**config.mk**
```make
export PLATFORM = sky130hd
export DESIGN_NAME = mem_arbiter
export DESIGN_NICKNAME = d
export VERILOG_FILES = /design/src/rtl/mem_arbiter_pkg.sv /design/src/rtl/mem_arbiter_pick.sv /design/src/rtl/mem_arbiter.sv
export VERILOG_INCLUDE_DIRS = /design/src /design/src/rtl
export SDC_FILE = /design/constraint.sdc
export NUM_CORES = 1
export LEC_CHECK = 0
export ABC_CLOCK_PERIOD_IN_PS = 1530
export BUFFER_PORTS_ARGS = -buffer_cell sky130_fd_sc_hd__buf_2
export CAP_MARGIN = 15
export CORE_ASPECT_RATIO = 0.9
export CORE_MARGIN = 4
export CORE_UTILIZATION = 27
export CTS_CLUSTER_DIAMETER = 200
export CTS_CLUSTER_SIZE = 20
export DETAILED_ROUTE_END_ITERATION = 8
export PLACE_DENSITY = 0.85
export REMOVE_ABC_BUFFERS = 1
export SYNTH_ARGS = -nofsm -noshare
export SYNTH_HDL_FRONTEND = slang
export SYNTH_SLANG_ARGS = --single-unit
```
**constraint.sdc**
```tcl
create_clock -name clk -period 1.53 [get_ports clk]
set_input_delay 0.306 -clock clk [delete_from_list [all_inputs] [get_ports clk]]
set_output_delay 0.306 -clock clk [all_outputs]
set_load 0.1 [all_outputs]
```
**src/rtl/defines.vh**
```
// Shared build constants for the memory arbiter: word size and FSM state codes.
// Included by the package and the top so every file agrees on the encodings.
// Guarded so that repeated inclusion within one compilation unit is harmless.
`ifndef MEM_ARBITER_DEFINES_VH
`define MEM_ARBITER_DEFINES_VH

`define WORD_SIZE 8
`define ST_IDLE   1'b0
`define ST_RESP   1'b1

`endif

```
**src/rtl/mem_arbiter_pkg.sv**
```systemverilog
// Types shared by the memory arbiter: FSM state enum and pending-response record.
// No logic, no latency.
// No flow control; pure declarations.
`include "defines.vh"

package mem_arbiter_pkg;

    localparam int WORD_W = `WORD_SIZE;

    typedef enum logic {
        IDLE = `ST_IDLE,
        RESP = `ST_RESP
    } state_t;

    // What the RESP cycle needs to remember about the access granted in IDLE.
    typedef struct packed {
        logic win;      // requester index that was granted
        logic is_load;  // 1 = load, rdata carries mem_rdata in RESP
    } pend_t;

endpackage

```
**src/rtl/mem_arbiter_pick.sv**
```systemverilog
// Two-way winner selection: a lone requester wins, ties go to the one not granted last.
// Purely combinational, 0 cycles.
// No backpressure; the caller decides whether the pick is acted on.
module arb_pick (
    input  logic req0,
    input  logic req1,
    input  logic last_win,
    output logic win,
    output logic any_req
);

    // Tie-break favours the requester that did not win most recently.
    always_comb begin
        any_req = req0 | req1;
        win     = 1'b0;
        if (req0 && req1) begin
            win = ~last_win;
        end else if (req1) begin
            win = 1'b1;
        end
    end

endmodule

```
**src/rtl/mem_arbiter.sv**
```systemverilog
// Two-requester single-port memory arbiter (CPU = 0, loader = 1); ARB_ROUND_ROBIN_EN selects fair ties.
// Latency: gnt combinational in IDLE, rvalid one cycle after gnt; one access per two cycles.
// Requests seen in RESP are not accepted; requesters hold req/we/addr/wdata until gnt.
`include "defines.vh"

module mem_arbiter
    import mem_arbiter_pkg::*;
#(
    parameter int WIDTH = `WORD_SIZE
) (
    input  logic             clk,
    input  logic             areset,
    input  logic             req0,
    input  logic             req1,
    input  logic             we0,
    input  logic             we1,
    input  logic [WIDTH-1:0] addr0,
    input  logic [WIDTH-1:0] addr1,
    input  logic [WIDTH-1:0] wdata0,
    input  logic [WIDTH-1:0] wdata1,
    output logic             gnt0,
    output logic             gnt1,
    output logic             rvalid0,
    output logic             rvalid1,
    output logic [WIDTH-1:0] rdata,
    output logic             mem_load,
    output logic             mem_store,
    output logic [WIDTH-1:0] mem_addr,
    output logic [WIDTH-1:0] mem_wdata,
    input  logic [WIDTH-1:0] mem_rdata
);

    state_t state_q, state_d;
    pend_t  pend_q, pend_d;
    logic   last_win;
    logic   pick_win;
    logic   pick_any;
    logic   win_we;

    arb_pick u_pick (
        .req0     (req0),
        .req1     (req1),
        .last_win (last_win),
        .win      (pick_win),
        .any_req  (pick_any)
    );

`ifdef ARB_ROUND_ROBIN_EN
    logic rr_last_q;

    // Remember the last granted requester; reset value makes requester 0 win the first tie.
    always_ff @(posedge clk) begin
        if (areset) begin
            rr_last_q <= 1'b1;
        end else if (gnt0 || gnt1) begin
            rr_last_q <= gnt1;
        end
    end

    assign last_win = rr_last_q;
`else
    // Fixed priority: pretending requester 1 always won last makes requester 0 win every tie.
    assign last_win = 1'b1;
`endif

    assign win_we = pick_win ? we1 : we0;

    // Next state and all outputs; reset overrides everything so nothing leaks while it is high.
    always_comb begin
        state_d   = state_q;
        pend_d    = pend_q;
        gnt0      = 1'b0;
        gnt1      = 1'b0;
        rvalid0   = 1'b0;
        rvalid1   = 1'b0;
        rdata     = '0;
        mem_load  = 1'b0;
        mem_store = 1'b0;
        mem_addr  = '0;
        mem_wdata = '0;

        case (state_q)
            IDLE: begin
                if (pick_any) begin
                    state_d        = RESP;
                    pend_d.win     = pick_win;
                    pend_d.is_load = ~win_we;
                    gnt0           = ~pick_win;
                    gnt1           = pick_win;
                    mem_load       = ~win_we;
                    mem_store      = win_we;
                    mem_addr       = pick_win ? addr1 : addr0;
                    mem_wdata      = pick_win ? wdata1 : wdata0;
                end
            end
            RESP: begin
                state_d = IDLE;
                rvalid0 = ~pend_q.win;
                rvalid1 = pend_q.win;
                rdata   = pend_q.is_load ? mem_rdata : '0;
            end
            default: begin
                state_d = IDLE;
            end
        endcase

        if (areset) begin
            state_d   = IDLE;
            pend_d    = '0;
            gnt0      = 1'b0;
            gnt1      = 1'b0;
            rvalid0   = 1'b0;
            rvalid1   = 1'b0;
            rdata     = '0;
            mem_load  = 1'b0;
            mem_store = 1'b0;
            mem_addr  = '0;
            mem_wdata = '0;
        end
    end

    // State and pending-access record; the record routes rvalid in the RESP cycle.
    always_ff @(posedge clk) begin
        if (areset) begin
            state_q <= IDLE;
            pend_q  <= '0;
        end else begin
            state_q <= state_d;
            pend_q  <= pend_d;
        end
    end

endmodule

```
==> results of run 1 <==
metrics by stage:
stage | utilization (%) | hold WS (ns)
3_5_place_dp | 92.7 | 0.575
2_1_floorplan | - | 0.384
3_3_place_gp | 92.7 | 0.503
cell families after synthesis:
group	after synthesis	share of synthesized area, %
flops	3	13.2
mux	1	2.20
buf+inv	6	7.97
simple gates	20	34.9
compound gates	21	41.8
cell usage after synthesis:
library cell,count
a211oi_1,1
a21oi_1,2
a22o_2,16
and2_1,8
buf_2,2
buf_4,1
buf_6,1
dfxtp_1,3
inv_1,2
mux2i_1,1
nor2_1,1
nor2b_1,3
nor2b_4,1
nor3_1,3
nor3b_1,1
nor3b_2,1
nor3b_4,2
o21ai_0,1
o31ai_1,1
==> out/qor.txt, run 1 <==
Row cnt: 13
Setup bufs post-CTS: 3
CTS root buf: clkbuf_4
Clk sinks: 3
Die Y: 47.0 µm
Fail Step: clock tree synthesis
Post-synth top area cell: a22o_2
Die W: 51.3 µm
Post-Syn Area per Cell: 8.93 µm²
Gate Count Post-Synth: 51
H-tree depth: 1
Max Root-Sink Buffers: 2
Inst Count DP: 157
Seq/Total Area, Yosys: 13.2%
DP Worst Slack: -0.104 ns
DP Area: 1400 µm²
Yosys cell types: 19
Status: did not finish
Placed wire-length estimate: 2250 µm
Quantity of hold-fixing buffers added after cts: 0
Post-CTS resize count: 17
Post-Synthesis Cell Area: 455 µm²
Share of the synthesized area in the top cell type: 35.2%
IO Count: 76
PortBufs: 75
Gp weighted congestion: 0.696
Flops & latches, synth: 3
Error: [ERROR DPL-0038] Utilization greater than 100%, impossible to legalize
Top post-synthesis cells by area: a22o_2, dfxtp_1, and2_1
CTS Buf Count: 3
YS warnings: 0
Initial Util: 30.1%
==> run 2: changes to the inputs <==
--- a/config.mk
+++ b/config.mk
@@ -9,13 +9,10 @@
 export ABC_CLOCK_PERIOD_IN_PS = 1530
 export BUFFER_PORTS_ARGS = -buffer_cell sky130_fd_sc_hd__buf_2
 export CAP_MARGIN = 15
-export CORE_ASPECT_RATIO = 0.9
-export CORE_MARGIN = 4
-export CORE_UTILIZATION = 27
-export CTS_CLUSTER_DIAMETER = 200
-export CTS_CLUSTER_SIZE = 20
+export CORE_AREA = 4 4 65 67
 export DETAILED_ROUTE_END_ITERATION = 8
-export PLACE_DENSITY = 0.85
+export DIE_AREA = 0 0 69 71
+export PLACE_DENSITY_LB_ADDON = 0.15
 export REMOVE_ABC_BUFFERS = 1
 export SYNTH_ARGS = -nofsm -noshare
 export SYNTH_HDL_FRONTEND = slang
==> out/qor.txt, run 2 <==
DRC: 0
Final worst path period need: 1.73 ns
Die W: 69 µm (+35%)
R2R Path End: pend_q[1]
Seq/Total Area, Yosys: 13.2% (unchanged)
Die Y: 71 µm (+51%)
Gp weighted congestion: 0.773 (+11%)
Crit start category: register
Crit path kind: reg -> out
Initial Util: 12.5% (-18 points)
Routed Antenna Nets: 0
CTS Buf Count: 3 (unchanged)
Area added between synthesis and finish: 242%
GR met1 Demand/Resource: 10.5%
Worst path arrival time: 1.43 ns
Largest family of logic cells by synthesized area: compound AO/OA/AOI/OAI gates
Post-synth top area cell: a22o_2
Nets: 186
Hold Crit Endpoint: pend_q[1]
Leak pwr: 0.711 nW
FF-to-FF Start: state_q
Hold_sp: req0
Share of flip-flops with an asynchronous set or reset: 0% (unchanged)
Row cnt: 22 (+9)
Post-synth EDFFs: 0 (unchanged)
Routed len/inst: 13.3 µm
Register with the most flip-flops: pend_q
Flops & latches, synth: 3 (unchanged)
Nature of the critical path endpoint: output pin
All-layer global routing usage: 10.1%
Clk sinks: 3 (unchanged)
Critical Path RT: 1.22 ns
Slew Limit Fails: 0
CTS tree: built
Area share of fa/ha/maj cells after synthesis: 0% (unchanged)
Hold slack: 0.370 ns
YS warnings: 0 (unchanged)
Post-Synthesis Cell Area: 455 µm² (unchanged)
Crit-path max FO: 17
Hold Crit Class: in -> reg
Placed wire-length estimate: 2160 µm (-4.2%)
Die ar.: 4900 µm²
Final hold viol count: 0
Predominant post-synthesis flop cell: dfxtp_1
Max Clock Freq: 577 MHz
Final instance area: 1560 µm²
Cell Pwr Density: 600 nW/µm²
Biggest regs: pend_q (2), state_q (1)
R2R depth: 5
Fill count: 362
RSZ-0062 raised after global routing: yes
Max-Cap Viols: 0
Antenna Diode Count: 0
Drt first pass iters: 4
Placeable Area: 3630 µm²
Commonest cells after routing, fill and taps aside: buf_2, buf_12, a22o_2, buf_4, and2_4
Top-count cell post-synth: a22o_2
Post-synth top cells: a22o_2, and2_1, dfxtp_1, nor2b_1, nor3_1
Post-synthesis mux area share: 2.20% (unchanged)
Pin slew with the least headroom to its limit: 0.246 ns
Status: finished, violations left
CP startpoint: state_q
Vias per cell: 4.15
GR Util met3: 4.69%
Flop-to-flop setup slack: 0.58 ns
Total number of vias: 776
Largest net degree at the start of global routing: 18
Crit share post-route: 113%
CTS root buf: clkbuf_8
Max Root-Sink Buffers: 2 (unchanged)
Relative slew slack: 83.5%
GR peak layer: met2
1st-iter DRT viols: 18
Clock Skew: 0.00204 ns
Number of global-route vias before repair: 831
Failing checks: negative setup slack
DRT Wirelength: 2490 µm
Simple-gate area share of the yosys netlist: 34.9% (unchanged)
Gate Count Post-Synth: 51 (unchanged)
Yosys cell types: 19 (unchanged)
Compound-gate portion of the synthesized area: 41.8% (unchanged)
Post-Syn Area per Cell: 8.93 µm² (unchanged)
IO Count: 76 (unchanged)
DP Area: 1440 µm² (+2.3%)
Skew-Pair Late Insertion Delay: 0.22 ns
Remaining global-route overflow: 0
Hold path cells: 2
Most common cell after layout, fill and taps aside: buf_2
First-pass GRT wire length: 4020 µm
M2 GR Usage: 18.0%
PortBufs: 75 (unchanged)
H-tree depth: 1 (unchanged)
Setup WS post-layout: -0.203 ns
Antenna violations before repair: 0
Final setup viols: 27
Clock transition at path regs: 0.03 ns
Share of the synthesized area in the top cell type: 35.2% (unchanged)
Share of post-route cells with drive strength above 1: 91.4%
Inst Count DP: 183 (+17%)
Peak supply drop: 0.000244 V
Post-Synth XOR/XNOR Area: 0% (unchanged)
Top post-synthesis cells by area: a22o_2, dfxtp_1, and2_1
Max reg flops: 2
Non-Filler Instances: 187
[run 2: cell counts after synthesis]
No cell type changed its count.
[run 2: cell families after synthesis]
kind of cell | count (synthesis)
AND/OR/NAND/NOR | 20
buffers and inverters | 6
AO/OA/AOI/OAI | 21
multiplexers | 1
flip-flops | 3
[run 2: per-layer routing]
layer  part of all wire [%]  vias up
met3                     14        0
met4                      0        0
met2                     48       65
li1                       -      369
met5                      0        -
met1                     38      342
[run 2: timing repair]
item                       4_1_cts  5_1_grt
setup endpoints to repair       30       29
pin swaps                        9        2
hold buffers                     0        0
setup buffers                    1        0
cloned                           0        0
resized for setup               18        3
[run 2: worst max path at each step]
stage / end / slack, ns / depth (start not counted)
after detailed placement: mem_addr[3] / -0.11 / 6
after global routing: mem_wdata[0] / -0.27 / 5
final: mem_wdata[0] / -0.20 / 5
after CTS: mem_addr[3] / -0.21 / 5
after global placement: mem_addr[1] / -0.08 / 6
after floorplan: rvalid1 / -1.63 / 2
[run 2: final cells by class]
cell class / count / area, µm² / area share (%)
Timing Repair Buffer: 88 / 952 / 61.1
Multi-Input combinational cell: 42 / 432 / 27.7
Sequential cell: 3 / 61.3 / 3.94
Tap cell: 48 / 60.1 / 3.86
Clock buffer: 4 / 45.0 / 2.89
Inverter: 2 / 7.51 / 0.482
[run 2: power breakdown]
| group | internal [mW] | switching (mW) | leakage [nW] | total (mW) |
|---|---|---|---|---|
| clock network | 0.178 | 0.0547 | 0.0228 | 0.233 |
| logic | 0.249 | 0.363 | 0.664 | 0.612 |
| registers | 0.0852 | 0.00470 | 0.0251 | 0.0899 |
[run 2: through the flow]
stage / util [%] / setup TNS, ns / total power [mW] / setup WS [ns]
final: 42.9 / -4.34 / 0.934 / -0.203
after global routing: 42.9 / -6.26 / 0.969 / -0.271
after CTS: 42.6 / -4.57 / 0.939 / -0.213
after detailed placement: 39.5 / -1.59 / 0.681 / -0.109
after global placement: 39.5 / -1.18 / 0.676 / -0.0782
after floorplan: - / -25.93 / 0.411 / -1.63
[run 2: critical path, cell delays in order, from the launching register on]
cell	delay, ns
dfxtp_2	0.32
buf_4	0.14
nor3b_4	0.22
buf_12	0.17
a22o_2	0.18
buf_12	0.17
Note: power is estimated with default switching activity, not from simulation.
